`src/rtl/btn_cond_pkg.sv`:
```
// Shared types and default timing constants for the push-button conditioner.
// Defaults assume the 25 MHz board clock.
package btn_cond_pkg;

    typedef enum logic [1:0] {
        IDLE,
        PRESS_CHK,
        PRESSED,
        RELEASE_CHK
    } btn_state_t;

    localparam int CLK_HZ = 25_000_000;

    // 20 ms debounce window
    localparam int DEBOUNCE_DEFAULT = CLK_HZ / 50;

    // 5.2 s minimum press stretch
    localparam int HOLD_DEFAULT = (CLK_HZ / 10) * 52;

endpackage

```
`src/rtl/btn_conditioner_sync2ff.sv`:
```
// Generic two-flop synchroniser with asynchronous active-high reset.
// Both stages clear to 0 on reset.
module sync2ff #(
    parameter int WIDTH = 1
) (
    input  logic             clk,
    input  logic             rst,
    input  logic [WIDTH-1:0] d,
    output logic [WIDTH-1:0] q
);

    logic [WIDTH-1:0] sync1;
    logic [WIDTH-1:0] sync2;

    // Two back-to-back flops to resolve metastability on the async input
    always_ff @(posedge clk or posedge rst) begin
        if (rst) begin
            sync1 <= '0;
            sync2 <= '0;
        end else begin
            sync1 <= d;
            sync2 <= sync1;
        end
    end

    assign q = sync2;

endmodule

```
`src/rtl/btn_conditioner.sv`:
```
// Push-button conditioner: synchroniser, debounce FSM, press/release strobes.
// Define BTN_COND_HOLD_EN to stretch each press for HOLD_CYCLES on signal_out.
module btn_conditioner
    import btn_cond_pkg::*;
#(
    parameter int DEBOUNCE_CYCLES = DEBOUNCE_DEFAULT,
    parameter int HOLD_CYCLES     = HOLD_DEFAULT,
    parameter bit ACTIVE_LOW      = 1'b1
) (
    input  logic clk,
    input  logic rst,
    input  logic btn_raw,
    output logic signal_out,
    output logic press_pulse,
    output logic release_pulse,
    output logic pressed
);

    localparam int DW = $clog2(DEBOUNCE_CYCLES);
    localparam logic [DW-1:0] DLAST = DW'(DEBOUNCE_CYCLES - 1);

    btn_state_t    state;
    btn_state_t    state_nxt;
    logic [DW-1:0] dcnt;
    logic [DW-1:0] dcnt_nxt;
    logic          press_nxt;
    logic          release_nxt;
    logic          pressed_nxt;
    logic          signal_nxt;
    logic          btn_norm;
    logic          sync2;

    // Normalise so that 1 always means "pressed" before synchronising
    assign btn_norm = btn_raw ^ ACTIVE_LOW;

    sync2ff #(
        .WIDTH(1)
    ) u_sync (
        .clk(clk),
        .rst(rst),
        .d  (btn_norm),
        .q  (sync2)
    );

    // Debounce next-state: a level must hold DEBOUNCE_CYCLES samples to count
    always_comb begin
        state_nxt   = state;
        dcnt_nxt    = dcnt;
        press_nxt   = 1'b0;
        release_nxt = 1'b0;
        unique case (state)
            IDLE: begin
                if (sync2) begin
                    state_nxt = PRESS_CHK;
                    dcnt_nxt  = '0;
                end
            end
            PRESS_CHK: begin
                if (!sync2) begin
                    state_nxt = IDLE;
                    dcnt_nxt  = '0;
                end else if (dcnt == DLAST) begin
                    state_nxt = PRESSED;
                    dcnt_nxt  = '0;
                    press_nxt = 1'b1;
                end else begin
                    dcnt_nxt = dcnt + 1'b1;
                end
            end
            PRESSED: begin
                if (!sync2) begin
                    state_nxt = RELEASE_CHK;
                    dcnt_nxt  = '0;
                end
            end
            RELEASE_CHK: begin
                if (sync2) begin
                    state_nxt = PRESSED;
                    dcnt_nxt  = '0;
                end else if (dcnt == DLAST) begin
                    state_nxt   = IDLE;
                    dcnt_nxt    = '0;
                    release_nxt = 1'b1;
                end else begin
                    dcnt_nxt = dcnt + 1'b1;
                end
            end
            default: begin
                state_nxt = IDLE;
                dcnt_nxt  = '0;
            end
        endcase
        pressed_nxt = (state_nxt == PRESSED) || (state_nxt == RELEASE_CHK);
    end

`ifdef BTN_COND_HOLD_EN
    localparam logic [27:0] HOLD_LOAD = 28'(HOLD_CYCLES - 1);

    logic [27:0] hold_cnt;
    logic [27:0] hold_nxt;

    // Reload on every accepted press, otherwise count down and stick at 0
    always_comb begin
        hold_nxt = hold_cnt;
        if (press_pulse) begin
            hold_nxt = HOLD_LOAD;
        end else if (hold_cnt != '0) begin
            hold_nxt = hold_cnt - 28'd1;
        end
        signal_nxt = pressed_nxt || (hold_nxt != '0);
    end

    // Hold counter register
    always_ff @(posedge clk or posedge rst) begin
        if (rst) begin
            hold_cnt <= '0;
        end else begin
            hold_cnt <= hold_nxt;
        end
    end
`else
    // Without stretching the hold length has no effect; it is always >= 1
    always_comb begin
        signal_nxt = pressed_nxt && (HOLD_CYCLES > 0);
    end
`endif

    // State, counter and registered outputs
    always_ff @(posedge clk or posedge rst) begin
        if (rst) begin
            state         <= IDLE;
            dcnt          <= '0;
            press_pulse   <= 1'b0;
            release_pulse <= 1'b0;
            pressed       <= 1'b0;
            signal_out    <= 1'b0;
        end else begin
            state         <= state_nxt;
            dcnt          <= dcnt_nxt;
            press_pulse   <= press_nxt;
            release_pulse <= release_nxt;
            pressed       <= pressed_nxt;
            signal_out    <= signal_nxt;
        end
    end

endmodule

```
`config.mk`:
```
export PLATFORM = sky130hd
export DESIGN_NAME = btn_conditioner
export DESIGN_NICKNAME = d
export VERILOG_FILES = /design/src/rtl/btn_cond_pkg.sv /design/src/rtl/btn_conditioner_sync2ff.sv /design/src/rtl/btn_conditioner.sv
export SDC_FILE = /design/constraint.sdc
export NUM_CORES = 1
export LEC_CHECK = 0
export CAP_MARGIN = 30
export CORE_AREA = 4 4 79 81
export DETAILED_ROUTE_END_ITERATION = 8
export DIE_AREA = 0 0 83 85
export GPL_TIMING_DRIVEN = 0
export SLEW_MARGIN = 20
export SYNTH_ARGS = -nofsm -noshare
export SYNTH_HDL_FRONTEND = slang
export SYNTH_SLANG_ARGS = --single-unit
```
`constraint.sdc`:
```
create_clock -name clk -period 3.8 [get_ports clk]
set_input_delay 0.38 -clock clk [delete_from_list [all_inputs] [get_ports clk]]
set_output_delay 0.38 -clock clk [all_outputs]
set_load 0.05 [all_outputs]
```
==> metrics <==
number of antenna diodes 0; WL met1 around 1400 um; Post-Syn Nets 150; drt first pass iters 4; critical path arrival about 2.5 ns; Initial Utilization around a quarter; setup_tns 0 ns; Core Region between 0.005 and 0.006 mm^2; skew final approximately 0.0053 ns; RSZ-0062 raised after global routing false; global-route wire length before repair roughly 5200 um; crit share post-route 60.8%; minimum clock period about 2.3 ns; met3 WL slightly below 80 um; die area around 0.0071 mm^2; DR iter-0 viols 39; critical path launch point type register; post-route ant nets 0; Cell Rows 27; CP Class reg -> reg; metal2 WL approximately 1400 um; FMAX approximately 430 MHz; uppermost routed layer met4; Die W a little over 80 um; Reg power frac between 50% and 60%; Int Pwr 433 uW; slowest cell delay on critical path approximately 0.50 ns; I/O pin count 7; top-area cell type share of the netlist area about 48%; worst-path cell chain ha_1, nand4_1, nor4_1, a21o_1, buf_4, o21ai_0, a21o_1; Setup WS post-layout around 1.5 ns; Post-CTS Resized 0; Slew Limit Fails 0; post-synthesis register bit count 26; top-count cell post-synth dfrtp_1; DR vias about 1100; post-synthesis cell area 0.00135 mm^2; # clock sinks 26; TritonCTS clock tree built; most frequent CP cell a21o_1; CTS H-tree lvls 1; Cells after Synth roughly 150; Worst-Skew Late Latency roughly 0.28 ns; post-synthesis sequential area ratio approximately half; initial antenna violation count 0; outcome complete, no violations; Area contributors post-synth dfrtp_1 (48%), o21ai_0 (5.6%), nand2_1 (5.3%), nand3_1 (4.1%), a21o_1 (2.8%); final hold vios 0; element type at the critical path end register; Post-synth top cells dfrtp_1 (26), nand2_1 (19), o21ai_0 (15); total net switching power 114 uW; WL final between 3000 and 4000 um; P_leak approximately 0.00066 uW; Wirelength per Cell roughly 13 um; CP required around 4.0 ns; Peak VDD IR ~140 uV; Max clock buf depth 2; pin count of the biggest net entering global routing 16; clk root buf clkbuf_8; Logic pwr share about 5.9%; Yosys cell types 34; mean area per synthesized cell 9.26 um^2; pwr/cell area around 340 mW/mm^2; GRT Resource Usage Total around 9%; Clock Power Share between 40% and 50%; total CTS buffers 3; dpl ws around 1.5 ns; switching share of total power between 20% and 30%; Post-CTS Setup Bufs 0; detailed placement HPWL 2200 um; CTS Hold Bufs 0; NumNets Final 162; DRC viols 0; Max Cap Viol 0; crit path max fanout 10; number of synthesized flops with an enable pin 0; # port buffers 6; chip height roughly 85 um; Post-synth top flop dfrtp_1; Tightest Pin Transition 0.683 ns; share of cells above drive strength 1 approximately 11%; routed vias/inst roughly 4.8; slowest CP cell nor4_1; Yosys warnings 0; max_slew headroom 54.0%; Clock transition at path regs approximately 0.090 ns; gr ovfl total 0; Layout area overhead 18.4%; GP Congestion around 0.8; Setup Viol. Count Final 0; ys async rst share between 90% and 100%; vias in the first global route between 1000 and 1500; Yosys top cell by area dfrtp_1; Hold Crit Class reg -> reg
## registers in the layout, indices dropped and copies added, names as in the netlist
name,cells
dcnt,19
press_pulse,1
pressed,1
release_pulse,1
state,2
u_sync.q,1
u_sync.sync1,1
## metrics by stage
step	instances	hold WS (ns)	instance area [um^2]	utilization, %	power [uW]
final	229	0.354	1600	29.2	548
after global routing	229	0.366	1600	29.2	568
after CTS	229	0.357	1600	29.2	554
after detailed placement	225	0.335	1530	27.9	322
after global placement	224	0.334	1500	27.4	317
after floorplan	146	0.331	1350	-	308
## per-layer routing
layer  GRT usage (%)  vias to the layer above
met2            13.9                       13
met4            4.16                        0
met1            11.9                      538
li1                -                      549
met5               0                        -
met3            1.46                        7
## cell usage in the layout, fill, tap and decap left out, types with 2 or more instances in the layout
cell type        Yosys  routed
clkbuf_8             0       3
clkdlybuf4s50_1      0       6
or2_2                2       2
or3_1                5       5
nand4_1              5       5
nor2_1               6       6
nand3_1             11      11
a21o_1               5       5
and2_1               3       3
a21oi_1              6       6
inv_1                7       7
mux2_2               2       2
or4_1                2       2
xor2_1               3       3
buf_4                3       3
nand2_1             19      19
nor3b_1              4       4
dfrtp_1             26      26
o21ai_0             15      15
nor4_1               6       6
## kinds of logic after synthesis
logic type | share of synthesized area, %
and+or+nand+nor | 28.6
DFF | 48.1
xor gates and xnor gates | 2.59
adders and majority gates | 0.926
buffers and inverters | 3.98
AOI/OAI and AO/OA | 13.3
muxes | 2.41
## final cells by class
| class | instances | area (um^2) |
|---|---|---|
| inverters | 7 | 26.3 |
| well taps | 72 | 90.1 |
| multi-input cells | 109 | 647 |
| fillers | 590 | 3870 |
| flip-flops and latches | 26 | 651 |
| clock buffers | 3 | 41.3 |
| clock inverters | 1 | 30.0 |
| repair buffers | 7 | 87.6 |
| plain buffers | 4 | 27.5 |
## power groups by stage
stage               Combinational, uW  Clock [uW]  Sequential, uW
CTS                              33.1         237             283
global route                     36.8         247             284
finish                           32.5         232             283
global placement                 28.7           0             289
floorplan                        19.8           0             288
detailed placement               32.9           0             289
## worst max-delay path: cells and delay by family (launching register included)
| kind | cells | cell delay [ns] |
|---|---|---|
| AND/OR/NAND/NOR | 2 | 0.77 |
| buffers and inverters | 1 | 0.21 |
| flip-flops | 1 | 0.42 |
| AO/OA/AOI/OAI | 3 | 0.57 |
| adder cells (fa/ha/maj) | 1 | 0.24 |
## path summary, 6_finish.rpt
kind | start | to | slack, ns | cells past startpoint
setup / recovery | dcnt[0]$_DFFE_PP0P_ | dcnt[16]$_DFFE_PP0P_ | 1.49 | 7
hold / removal | u_sync.sync1$_DFF_PP0_ | u_sync.q$_DFF_PP0_ | 0.35 | 0
setup reg to reg | dcnt[0]$_DFFE_PP0P_ | dcnt[16]$_DFFE_PP0P_ | 1.49 | 7
hold reg to reg | u_sync.sync1$_DFF_PP0_ | u_sync.q$_DFF_PP0_ | 0.35 | 0
max in group asynchronous | rst | dcnt[6]$_DFFE_PP0P_ | 2.89 | 3
min in group asynchronous | rst | dcnt[8]$_DFFE_PP0P_ | 0.44 | 2
Power figures use the tool's default switching activity.
